### config.mk
export PLATFORM = sky130hd
export DESIGN_NAME = dual_alu_issue_flat
export DESIGN_NICKNAME = d
export VERILOG_FILES = /design/src/rtl/alu_issue_pkg.sv /design/src/rtl/dual_alu_issue_if.sv /design/src/rtl/alu_lane.sv /design/src/rtl/dual_alu_issue.sv /design/src/flat_wrapper.sv
export SDC_FILE = /design/constraint.sdc
export NUM_CORES = 1
export LEC_CHECK = 0
export BUFFER_PORTS_ARGS = -buffer_cell sky130_fd_sc_hd__buf_2
export CORE_MARGIN = 10
export CORE_UTILIZATION = 60
export DETAILED_ROUTE_END_ITERATION = 12
export PLACE_DENSITY = 0.81
export SYNTH_ARGS = -nofsm -noshare
export SYNTH_HDL_FRONTEND = slang
export SYNTH_SLANG_ARGS = --single-unit
### constraint.sdc
create_clock -name clk -period 8.4 [get_ports clk]
set_clock_uncertainty 0.05 [all_clocks]
set_input_delay 1.68 -clock clk [delete_from_list [all_inputs] [get_ports clk]]
set_output_delay 1.68 -clock clk [all_outputs]
set_load 0.05 [all_outputs]
### src/rtl/alu_issue_pkg.sv
// Shared definitions for dual_alu_issue: entry/packet field positions, op codes,
// taken encodings, lane states and the ALU / forward-snoop helper functions.
package alu_issue_pkg;

    localparam int ENTRY_W = 57;
    localparam int PKT_W   = 23;
    localparam int DATA_W  = 16;
    localparam int ROB_W   = 6;

    localparam int E_VALID  = 56;
    localparam int E_OP_HI  = 55;
    localparam int E_OP_LO  = 52;
    localparam int E_ROB_HI = 51;
    localparam int E_ROB_LO = 46;
    localparam int E_LA_HI  = 45;
    localparam int E_LA_LO  = 40;
    localparam int E_LB_HI  = 39;
    localparam int E_LB_LO  = 34;
    localparam int E_VA_HI  = 33;
    localparam int E_VA_LO  = 18;
    localparam int E_VB_HI  = 17;
    localparam int E_VB_LO  = 2;
    localparam int E_PEND_A = 1;
    localparam int E_PEND_B = 0;

    localparam int P_VALID  = 22;
    localparam int P_ROB_HI = 21;
    localparam int P_ROB_LO = 16;
    localparam int P_VAL_HI = 15;
    localparam int P_VAL_LO = 0;

    localparam logic [3:0] OP_ADD = 4'd0;
    localparam logic [3:0] OP_SUB = 4'd1;
    localparam logic [3:0] OP_AND = 4'd2;
    localparam logic [3:0] OP_OR  = 4'd3;
    localparam logic [3:0] OP_XOR = 4'd4;
    localparam logic [3:0] OP_SHL = 4'd5;
    localparam logic [3:0] OP_SHR = 4'd6;
    localparam logic [3:0] OP_MUL = 4'd7;
    localparam logic [3:0] OP_MOV = 4'd8;

    localparam logic [1:0] TAKEN_NONE = 2'b00;
    localparam logic [1:0] TAKEN_HEAD = 2'b01;
    localparam logic [1:0] TAKEN_BOTH = 2'b10;

    typedef enum logic {
        LANE_IDLE = 1'b0,
        LANE_BUSY = 1'b1
    } lane_state_e;

    function automatic logic [15:0] alu_result(input logic [3:0] op,
                                               input logic [15:0] a,
                                               input logic [15:0] b);
        logic [15:0] r;
        case (op)
            OP_ADD:  r = a + b;
            OP_SUB:  r = a - b;
            OP_AND:  r = a & b;
            OP_OR:   r = a | b;
            OP_XOR:  r = a ^ b;
            OP_SHL:  r = a << b[3:0];
            OP_SHR:  r = a >> b[3:0];
            OP_MUL:  r = a * b;
            OP_MOV:  r = a;
            default: r = 16'h0000;
        endcase
        return r;
    endfunction

    // Returns {hit, value}; bus A has the highest priority, D the lowest.
    function automatic logic [16:0] snoop(input logic [5:0]  look,
                                          input logic [22:0] fa,
                                          input logic [22:0] fb,
                                          input logic [22:0] fc,
                                          input logic [22:0] fd);
        logic [16:0] r;
        if (fa[P_VALID] && (fa[P_ROB_HI:P_ROB_LO] == look)) begin
            r = {1'b1, fa[P_VAL_HI:P_VAL_LO]};
        end else if (fb[P_VALID] && (fb[P_ROB_HI:P_ROB_LO] == look)) begin
            r = {1'b1, fb[P_VAL_HI:P_VAL_LO]};
        end else if (fc[P_VALID] && (fc[P_ROB_HI:P_ROB_LO] == look)) begin
            r = {1'b1, fc[P_VAL_HI:P_VAL_LO]};
        end else if (fd[P_VALID] && (fd[P_ROB_HI:P_ROB_LO] == look)) begin
            r = {1'b1, fd[P_VAL_HI:P_VAL_LO]};
        end else begin
            r = 17'd0;
        end
        return r;
    endfunction

endpackage

### src/rtl/dual_alu_issue_if.sv
// Queue-head / forward-bus bundle between the instruction queue and dual_alu_issue.
interface dual_alu_issue_if;
    import alu_issue_pkg::*;

    logic [ENTRY_W-1:0] inOperation0;
    logic [ENTRY_W-1:0] inOperation1;
    logic [PKT_W-1:0]   forwardA;
    logic [PKT_W-1:0]   forwardB;
    logic [PKT_W-1:0]   forwardC;
    logic [PKT_W-1:0]   forwardD;
    logic [1:0]         taken;
    logic [PKT_W-1:0]   forwardOut0;
    logic [PKT_W-1:0]   forwardOut1;

    modport master (
        output inOperation0, inOperation1,
        output forwardA, forwardB, forwardC, forwardD,
        input  taken, forwardOut0, forwardOut1
    );

    modport slave (
        input  inOperation0, inOperation1,
        input  forwardA, forwardB, forwardC, forwardD,
        output taken, forwardOut0, forwardOut1
    );
endinterface

### src/rtl/alu_lane.sv
// One ALU lane: single-cycle ops register their packet on the issue edge; MUL
// holds the lane BUSY and emits MUL_LATENCY-1 edges after issue.
module alu_lane
    import alu_issue_pkg::*;
#(
    parameter int MUL_LATENCY = 3
) (
    input  logic              clk,
    input  logic              reset,
    input  logic              flush,
    input  logic              issue,
    input  logic [3:0]        op,
    input  logic [ROB_W-1:0]  rob,
    input  logic [DATA_W-1:0] a,
    input  logic [DATA_W-1:0] b,
    output logic              idle,
    output logic [PKT_W-1:0]  packet
);

    localparam logic [3:0] CNT_LOAD = 4'(MUL_LATENCY - 1);

    lane_state_e       state_r;
    lane_state_e       next_state_s;
    logic [3:0]        cnt_r;
    logic [ROB_W-1:0]  rob_r;
    logic [DATA_W-1:0] prod_r;
    logic [PKT_W-1:0]  packet_r;
    logic              clear_s;
    logic              is_mul_s;
    logic              done_s;

    assign clear_s  = reset | flush;
    assign is_mul_s = issue & (op == OP_MUL);
    assign done_s   = (state_r == LANE_BUSY) & (cnt_r == 4'd1);

    // State register
    always_ff @(posedge clk) begin
        if (clear_s) begin
            state_r <= LANE_IDLE;
        end else begin
            state_r <= next_state_s;
        end
    end

    // Next-state logic
    always_comb begin
        next_state_s = state_r;
        case (state_r)
            LANE_IDLE: begin
                if (is_mul_s) begin
                    next_state_s = LANE_BUSY;
                end else begin
                    next_state_s = LANE_IDLE;
                end
            end
            LANE_BUSY: begin
                if (done_s) begin
                    next_state_s = LANE_IDLE;
                end else begin
                    next_state_s = LANE_BUSY;
                end
            end
            default: next_state_s = LANE_IDLE;
        endcase
    end

    // Output decode
    always_comb begin
        idle = 1'b0;
        case (state_r)
            LANE_IDLE: idle = 1'b1;
            LANE_BUSY: idle = 1'b0;
            default:   idle = 1'b0;
        endcase
    end

    // MUL countdown and held result; the product is formed at issue time
    always_ff @(posedge clk) begin
        if (clear_s) begin
            cnt_r  <= 4'd0;
            rob_r  <= '0;
            prod_r <= '0;
        end else if (is_mul_s) begin
            cnt_r  <= CNT_LOAD;
            rob_r  <= rob;
            prod_r <= alu_result(op, a, b);
        end else if ((state_r == LANE_BUSY) && (cnt_r != 4'd0)) begin
            cnt_r <= cnt_r - 4'd1;
        end else begin
            cnt_r <= cnt_r;
        end
    end

    // Result packet, valid for exactly one cycle
    always_ff @(posedge clk) begin
        if (clear_s) begin
            packet_r <= '0;
        end else if (issue && !is_mul_s) begin
            packet_r <= {1'b1, rob, alu_result(op, a, b)};
        end else if (done_s) begin
            packet_r <= {1'b1, rob_r, prod_r};
        end else begin
            packet_r <= '0;
        end
    end

    assign packet = packet_r;

endmodule

### src/rtl/dual_alu_issue.sv
// In-order dual-lane issue stage consuming the two queue head entries.
// Optional macro ISSUE_BYPASS_EN lets pending operands be satisfied from forward buses.
module dual_alu_issue
    import alu_issue_pkg::*;
#(
    parameter int MUL_LATENCY = 3
) (
    input  logic           clk,
    input  logic           reset,
    input  logic           flush,
    dual_alu_issue_if.slave bus
);

    logic [ENTRY_W-1:0] entry_s [2];
    logic [DATA_W-1:0]  op_a_s  [2];
    logic [DATA_W-1:0]  op_b_s  [2];
    logic               ready_s [2];
    logic               lane_idle_s [2];
    logic               take0_s;
    logic               take1_s;

    assign entry_s[0] = bus.inOperation0;
    assign entry_s[1] = bus.inOperation1;

`ifdef ISSUE_BYPASS_EN
    logic [16:0] hit_a_s [2];
    logic [16:0] hit_b_s [2];

    // Operand resolution: a pending operand is replaced by the matching bus value
    always_comb begin
        for (int k = 0; k < 2; k++) begin
            hit_a_s[k] = snoop(entry_s[k][E_LA_HI:E_LA_LO], bus.forwardA, bus.forwardB,
                               bus.forwardC, bus.forwardD);
            hit_b_s[k] = snoop(entry_s[k][E_LB_HI:E_LB_LO], bus.forwardA, bus.forwardB,
                               bus.forwardC, bus.forwardD);
            if (entry_s[k][E_PEND_A]) begin
                op_a_s[k] = hit_a_s[k][15:0];
            end else begin
                op_a_s[k] = entry_s[k][E_VA_HI:E_VA_LO];
            end
            if (entry_s[k][E_PEND_B]) begin
                op_b_s[k] = hit_b_s[k][15:0];
            end else begin
                op_b_s[k] = entry_s[k][E_VB_HI:E_VB_LO];
            end
            ready_s[k] = entry_s[k][E_VALID]
                       & (~entry_s[k][E_PEND_A] | hit_a_s[k][16])
                       & (~entry_s[k][E_PEND_B] | hit_b_s[k][16]);
        end
    end
`else
    logic unused_s;
    assign unused_s = ^{bus.forwardA, bus.forwardB, bus.forwardC, bus.forwardD,
                        entry_s[0][E_LA_HI:E_LB_LO], entry_s[1][E_LA_HI:E_LB_LO]};

    // Operand resolution: only entries with no pending operand are ready
    always_comb begin
        for (int k = 0; k < 2; k++) begin
            op_a_s[k]  = entry_s[k][E_VA_HI:E_VA_LO];
            op_b_s[k]  = entry_s[k][E_VB_HI:E_VB_LO];
            ready_s[k] = entry_s[k][E_VALID]
                       & ~entry_s[k][E_PEND_A] & ~entry_s[k][E_PEND_B];
        end
    end
`endif

    // Lane 1 may only take head+1 when lane 0 takes the head in the same cycle
    assign take0_s = ready_s[0] & lane_idle_s[0] & ~flush & ~reset;
    assign take1_s = take0_s & ready_s[1] & lane_idle_s[1];

    // Taken encoding
    always_comb begin
        if (take1_s) begin
            bus.taken = TAKEN_BOTH;
        end else if (take0_s) begin
            bus.taken = TAKEN_HEAD;
        end else begin
            bus.taken = TAKEN_NONE;
        end
    end

    alu_lane #(.MUL_LATENCY(MUL_LATENCY)) u_lane0 (
        .clk    (clk),
        .reset  (reset),
        .flush  (flush),
        .issue  (take0_s),
        .op     (entry_s[0][E_OP_HI:E_OP_LO]),
        .rob    (entry_s[0][E_ROB_HI:E_ROB_LO]),
        .a      (op_a_s[0]),
        .b      (op_b_s[0]),
        .idle   (lane_idle_s[0]),
        .packet (bus.forwardOut0)
    );

    alu_lane #(.MUL_LATENCY(MUL_LATENCY)) u_lane1 (
        .clk    (clk),
        .reset  (reset),
        .flush  (flush),
        .issue  (take1_s),
        .op     (entry_s[1][E_OP_HI:E_OP_LO]),
        .rob    (entry_s[1][E_ROB_HI:E_ROB_LO]),
        .a      (op_a_s[1]),
        .b      (op_b_s[1]),
        .idle   (lane_idle_s[1]),
        .packet (bus.forwardOut1)
    );

endmodule

### src/flat_wrapper.sv
// flat-port wrapper written by rule: the top's interface ports become plain ports
module dual_alu_issue_flat import alu_issue_pkg::*;
#(
    parameter int MUL_LATENCY = 3
)
  (clk, reset, flush, bus_inOperation0, bus_inOperation1, bus_forwardA, bus_forwardB, bus_forwardC, bus_forwardD, bus_taken, bus_forwardOut0, bus_forwardOut1);
  dual_alu_issue_if bus_i ();
  input  logic clk;
  input  logic reset;
  input  logic flush;
  input wire logic [$bits(bus_i.inOperation0)-1:0] bus_inOperation0;
  input wire logic [$bits(bus_i.inOperation1)-1:0] bus_inOperation1;
  input wire logic [$bits(bus_i.forwardA)-1:0] bus_forwardA;
  input wire logic [$bits(bus_i.forwardB)-1:0] bus_forwardB;
  input wire logic [$bits(bus_i.forwardC)-1:0] bus_forwardC;
  input wire logic [$bits(bus_i.forwardD)-1:0] bus_forwardD;
  output wire logic [$bits(bus_i.taken)-1:0] bus_taken;
  output wire logic [$bits(bus_i.forwardOut0)-1:0] bus_forwardOut0;
  output wire logic [$bits(bus_i.forwardOut1)-1:0] bus_forwardOut1;
  assign bus_i.inOperation0 = bus_inOperation0;
  assign bus_i.inOperation1 = bus_inOperation1;
  assign bus_i.forwardA = bus_forwardA;
  assign bus_i.forwardB = bus_forwardB;
  assign bus_i.forwardC = bus_forwardC;
  assign bus_i.forwardD = bus_forwardD;
  assign bus_taken = bus_i.taken;
  assign bus_forwardOut0 = bus_i.forwardOut0;
  assign bus_forwardOut1 = bus_i.forwardOut1;
  dual_alu_issue #(.MUL_LATENCY(MUL_LATENCY)) u_core (.clk(clk), .reset(reset), .flush(flush), .bus(bus_i));
endmodule
==> Word-level counts from Yosys, hierarchy flattened <==
Index checks and enable logic that the tools add are counted.
{ "op_classes": {"bitwise": 28, "n_shift": 4, "mul": 2, "muxes": 20, "add_sub_neg": 6, "eq_ne": 18, "reduce_logical": 14} }
{ "op_table": {"columns": ["op", "count"], "rows": [
  ["case mux 16 bit (9 select lines)", 2],
  ["two-way mux 23 bit", 4],
  ["adder 16 bit", 2],
  ["bitwise AND 16 bit", 2],
  ["== test 4 x 3 -> 1 bit (second input constant)", 8],
  ["multiplier 16 x 16 -> 16 bit", 2],
  ["OR 16 bit", 2],
  ["<< shifter 16 x 4 -> 16 bit", 2],
  [">> shifter 16 x 4 -> 16 bit", 2],
  ["subtractor 16 bit", 2],
  ["XOR 16 bit", 2],
  ["== test 4 x 1 -> 1 bit (second input constant)", 4],
  ["== test 4 x 2 -> 1 bit (second input constant)", 4],
  ["bitwise AND 1 bit", 13],
  ["two-way mux 2 bit", 5],
  ["== test 4 bit (second input constant)", 2],
  ["zero test 4 bit", 2],
  ["NOT 1 bit", 8],
  ["case mux 1 bit (2 select lines)", 4],
  ["nonzero test 4 bit", 2],
  ["subtractor 4 x 1 -> 4 bit (second input constant)", 2],
  ["two-way mux 1 bit", 5],
  ["logical AND 1 bit", 4],
  ["nonzero test 2 bit", 2],
  ["3 further kinds", 5]
]} }
{ "totals": {"input_bits": 209, "reg_bits": 100} }

==> Logic depth before layout (Yosys ltp) <==
{ "logic_depth": {"ltp_word": 12, "mapped_depth": 25, "ltp_nobuf": 22} }

==> Hierarchy <==
From an unflattened synthesis, not the netlist that was laid out.
{ "hier_totals": {"cells_unflattened": 2405, "hier_area_um2": 18262.5} }
{ "by_module_without_submodules": {"columns": ["module", "cells_per_inst", "seq_area_each_um2", "instances", "area_per_inst_um2"], "rows": [
  ["alu_lane at u_core.u_lane0", 1205, 1001.0, 1, 9125.0],
  ["alu_lane at u_core.u_lane1", 1194, 1001.0, 1, 9041.2],
  ["dual_alu_issue", 6, 0.0, 1, 96.3]
]} }

==> Least setup slack after synthesis <==
No wires, ideal clock.
{ "synth_path": {"path_type": "input to register", "from": "in bus_inOperation1[4]", "to": "reg u_core.u_lane1.prod_r[15]", "t_arrival_ps": 7133, "cell_stages": 22, "n_path_buf": 3, "required_ps": 8224, "setup_ps": 126, "setup_slack_ps": 1091, "path_cell_list": "clkbuf_1 -> inv_1 -> clkbuf_1 -> buf_1 -> nor2_1 -> fa_1 -> inv_1 -> fa_1 -> inv_1 -> fa_1 -> fa_1 -> inv_1 -> fa_1 -> fa_1 -> inv_1 -> ha_1 -> or3_1 -> a2111oi_0 -> nor3_1 -> xnor2_1 -> a211oi_1 -> o21ai_1"} }
{ "synth_between": {"elab_chain_cells": 2, "elab_cells_between_ends": 6, "cone_classes": "2 x add/sub; 1 x mul; 2 x shift; 1 x mux"} }
{ "synth_rtl": {"columns": ["item", "line", "source"], "rows": [
  ["start: declaration", "flat_wrapper.sv:12", "input wire logic [$bits(bus_i.inOperation1)-1:0] bus_inOperation1;"],
  ["multiplier 16 x 16 -> 16 bit (tied with other cells)", "alu_issue_pkg.sv:63", "OP_MUL: r = a * b;"],
  ["case mux 16 bit (9 select lines) (*)", "alu_issue_pkg.sv:55", "case (op)"],
  ["end signal: assignment", "alu_lane.sv:86", "prod_r <= alu_result(op, a, b);"],
  ["end: declaration", "alu_lane.sv:26", "logic [DATA_W-1:0] prod_r;"]
]} }
Every way passes the cells marked *; elsewhere a longest branch is shown, timed or not.
A chain may end at the register's enable or synchronous reset.

==> Worst setup path after layout <==
{ "layout_path": {"from": "in bus_inOperation1[3]", "to": "reg u_core.u_lane1.prod_r[11]"} }
The elaborated chain is that of the path after synthesis.

==> flow_metrics.py <==
metrics = {
    "status": {
        "outcome": "completed",
    },
    "finish": {
        "final_layout_size_suffix_gt1_share_pct": 10.5,
        "final.fill_count": 2609,
        "multiInputGateArea_um2": 14100,
        "finalNetCount": 2968,
        "final_cell_area_um2": 19100,
        "regArea_um2": 2000,
        "area_delta_synth_final_pct": 7.07,
        "diodes": 0,
    },
    "drt": {
        "route.detailed.drc": 0,
        "wirelength_mm": 65.8,
        "vias": 17600,
        "drt_iter0_drc": 1777,
        "avgViaCountPerCell": 6.32,
        "drt-pass1-iter-count": 8,
        "wl_per_cell_um": 23.6,
        "ant_nets": 0,
    },
    "yosys": {
        "synth_common_cells": "inv_1, nand2_1, nor2_1",
        "synth-seq-cells": 100,
        "async_flop_share_pct": 0,
        "seq_area_frac_synth_pct": 11.2,
        "syn_nets": 2906,
        "ys.flop_type": "dfxtp_1",
        "synth.most_common_cell": "inv_1",
        "syn-cell-area_um2": 17900,
        "synthCells": 2333,
        "yosysTopAreaCell": "fa_1",
        "synth_edf_count": 0,
        "syn_avg_cell_area_um2": 7.66,
        "yosys_warnings": 0,
        "synth_cell_types": 86,
        "synth_top_area_share_pct": 18.2,
        "ys_top_cells_by_area": "fa_1, ha_1, dfxtp_1",
    },
    "timing": {
        "tightest_slew_ns": 1.10,
        "period_minus_slack_ns": 7.66,
        "relSlewSlack_pct": 26.3,
        "final.period_utilization_pct": 91.2,
        "setup_viol": 0,
        "finalHoldViolations": 0,
        "rsz0062_at_grt": "no",
        "fmax_ghz": 0.131,
        "timing.setup.tns_ns": 0,
        "maxSlewViolCount": 0,
    },
    "placed_design": {
        "place_congestion": 1.09,
        "hpwl_mm": 51.8,
        "portBuffers": 140,
        "place_area_um2": 18800,
    },
    "clock_network": {
        "cts_tree": "yes",
        "postCtsSetupBuffers": 0,
        "clock_path_buffers": 2,
        "clk_latency_ns": 0.34,
        "cts_root_buffer": "clkbuf_16",
        "cts_made_buffers": 9,
        "hold_buffers": 0,
        "path_clk_slew_ns": 0.07,
        "cts_sinks": 100,
        "post_cts_resized": 0,
        "htree_num_levels": 3,
    },
    "worst_setup_path": {
        "path_class": "in -> reg",
        "critical_path.cell_chain": "buf_2, inv_1, nor2_1, fa_1, inv_1, fa_1, inv_1, ha_1, fa_1, fa_1, inv_1, fa_1, inv_1, ha_1, or2_2, a21oi_1, a21oi_1, xnor2_1, nor2_1, nor4_1, o21ai_0",
        "startpoint_type": "input pin",
        "cp.arrival_ns": 7.80,
        "worstPathMaxFanout": 13,
        "cp-end-kind": "flop",
        "critPathRequiredTime_ns": 8.54,
        "cpMaxStageDelayCell": "nor4_1",
        "max_stage_delay_ns": 0.65,
    },
    "floorplanning": {
        "pin_count": 257,
        "start_util_pct": 60.6,
        "die-area_um2": 37100,
        "die_h_um": 193,
        "rows": 63,
        "die_w_um": 193,
        "coreArea_um2": 29500,
    },
    "global_routing": {
        "grt_pass1_vias": 17800,
        "grt_max_degree": 51,
        "grt_overflow": 0,
        "grt_pass1_wl_mm": 101,
        "grt_usage_pct": 35.1,
        "antenna_found_initial": 0,
    },
    "flow_run": {
        "drv_cap": 0,
    },
    "pwr": {
        "vdd_drop_max_uv": 850,
        "leakage_uw": 0.00895,
        "power_density_nw_per_um2": 248,
    },
    "min_path": {
        "worstHoldPathType": "reg -> reg",
    },
}
[critical path, delay by kind of cell]
kind                       cells  cell delay (ns)
adders and majority gates      7             3.16
and+or+nand+nor                4             1.21
buffers and inverters          6             0.91
xor gates and xnor gates       1             0.43
AOI/OAI and AO/OA              3             0.42
[cell type report]
cell class	instances	area share, %
inverter	316	6.20
clock buffer	10	1.25
sequential	100	10.5
multi-input combinational	1785	74.0
clock inverter	5	0.235
tap	390	2.55
timing repair buffer	183	5.35
[cells by family after synthesis]
group	share of synthesized area (%)
AOI/OAI and AO/OA	16.7
buffers and inverters	9.74
DFF	11.2
muxes	4.57
and+or+nand+nor	19.0
adders and majority gates	32.3
xor gates and xnor gates	6.42
[metrics by stage]
| step | util [%] | hold WS, ns | power, µW | instances | setup WS, ns |
|---|---|---|---|---|---|
| after floorplan | - | 0.381 | 2940 | 2333 | 1.09 |
| after global placement | 63.9 | 0.388 | 4140 | 2774 | 0.712 |
| after detailed placement | 63.9 | 0.395 | 4220 | 2774 | 0.604 |
| after CTS | 64.9 | 0.406 | 4650 | 2789 | 0.952 |
| after global routing | 64.9 | 0.428 | 5090 | 2789 | 0.428 |
| final | 64.9 | 0.403 | 4740 | 2789 | 0.739 |
[cell usage in the layout (no fill, tap or decap), types with 9 or more instances in the layout]
cell and n:
inv_1 302, nand2_1 277, nor2_1 274, ha_1 202, fa_1 162, buf_2 140
xnor2_1 108, dfxtp_1 100, a21oi_1 98, o21ai_0 94, nand3_1 64, a211oi_1 56
nor3_1 48, buf_4 43, mux2i_1 40, nand2b_1 23, xor2_1 23, a22oi_1 21
o211ai_1 20, o21ai_1 20, o22ai_1 16, a31oi_1 15, a221oi_1 14, mux2_2 12
mux4_2 12, and3_1 11, nor4_1 11, clkinv_1 10, nor2b_1 9, nand4_1 9
a21o_1 9, clkbuf_16 9
[sequential cells by signal, summed over array words and instances, names as in the netlist]
register and flops:
u_core.u_lane1.prod_r 16, u_core.u_lane0.prod_r 16, u_core.u_lane0.packet 23, u_core.u_lane1.cnt_r 4, u_core.u_lane1.state_r 1, u_core.u_lane1.packet 23
u_core.u_lane0.cnt_r 4, u_core.u_lane1.rob_r 6, u_core.u_lane0.rob_r 6, u_core.u_lane0.state_r 1
[power breakdown]
group / switching (µW) / leakage (µW) / internal (µW)
sequential: 0.218 / 0.000805 / 474
clock: 187 / 0.000137 / 212
combinational: 2460 / 0.00800 / 1410
[worst paths after layout]
path / endpoint / depth (start not counted) / start / slack, ns
setup / recovery: u_core.u_lane1.prod_r[11] / 21 / bus_inOperation1[3] / 0.74
hold / removal: u_core.u_lane0.rob_r[5] / 2 / u_core.u_lane0.rob_r[5] / 0.40
setup reg to reg: u_core.u_lane1.prod_r[8] / 6 / u_core.u_lane1.state_r / 5.98
hold reg to reg: u_core.u_lane0.rob_r[5] / 2 / u_core.u_lane0.rob_r[5] / 0.40
[per-layer routing]
layer	global-route usage, %	vias to the layer above	part of all wire [%]
met5	0	-	0
met4	25.4	0	8.4
met3	6.05	291	8.7
met2	57.6	1071	46
met1	40.8	8334	37
li1	-	7922	-
Note: power is estimated with default switching activity, not from simulation.
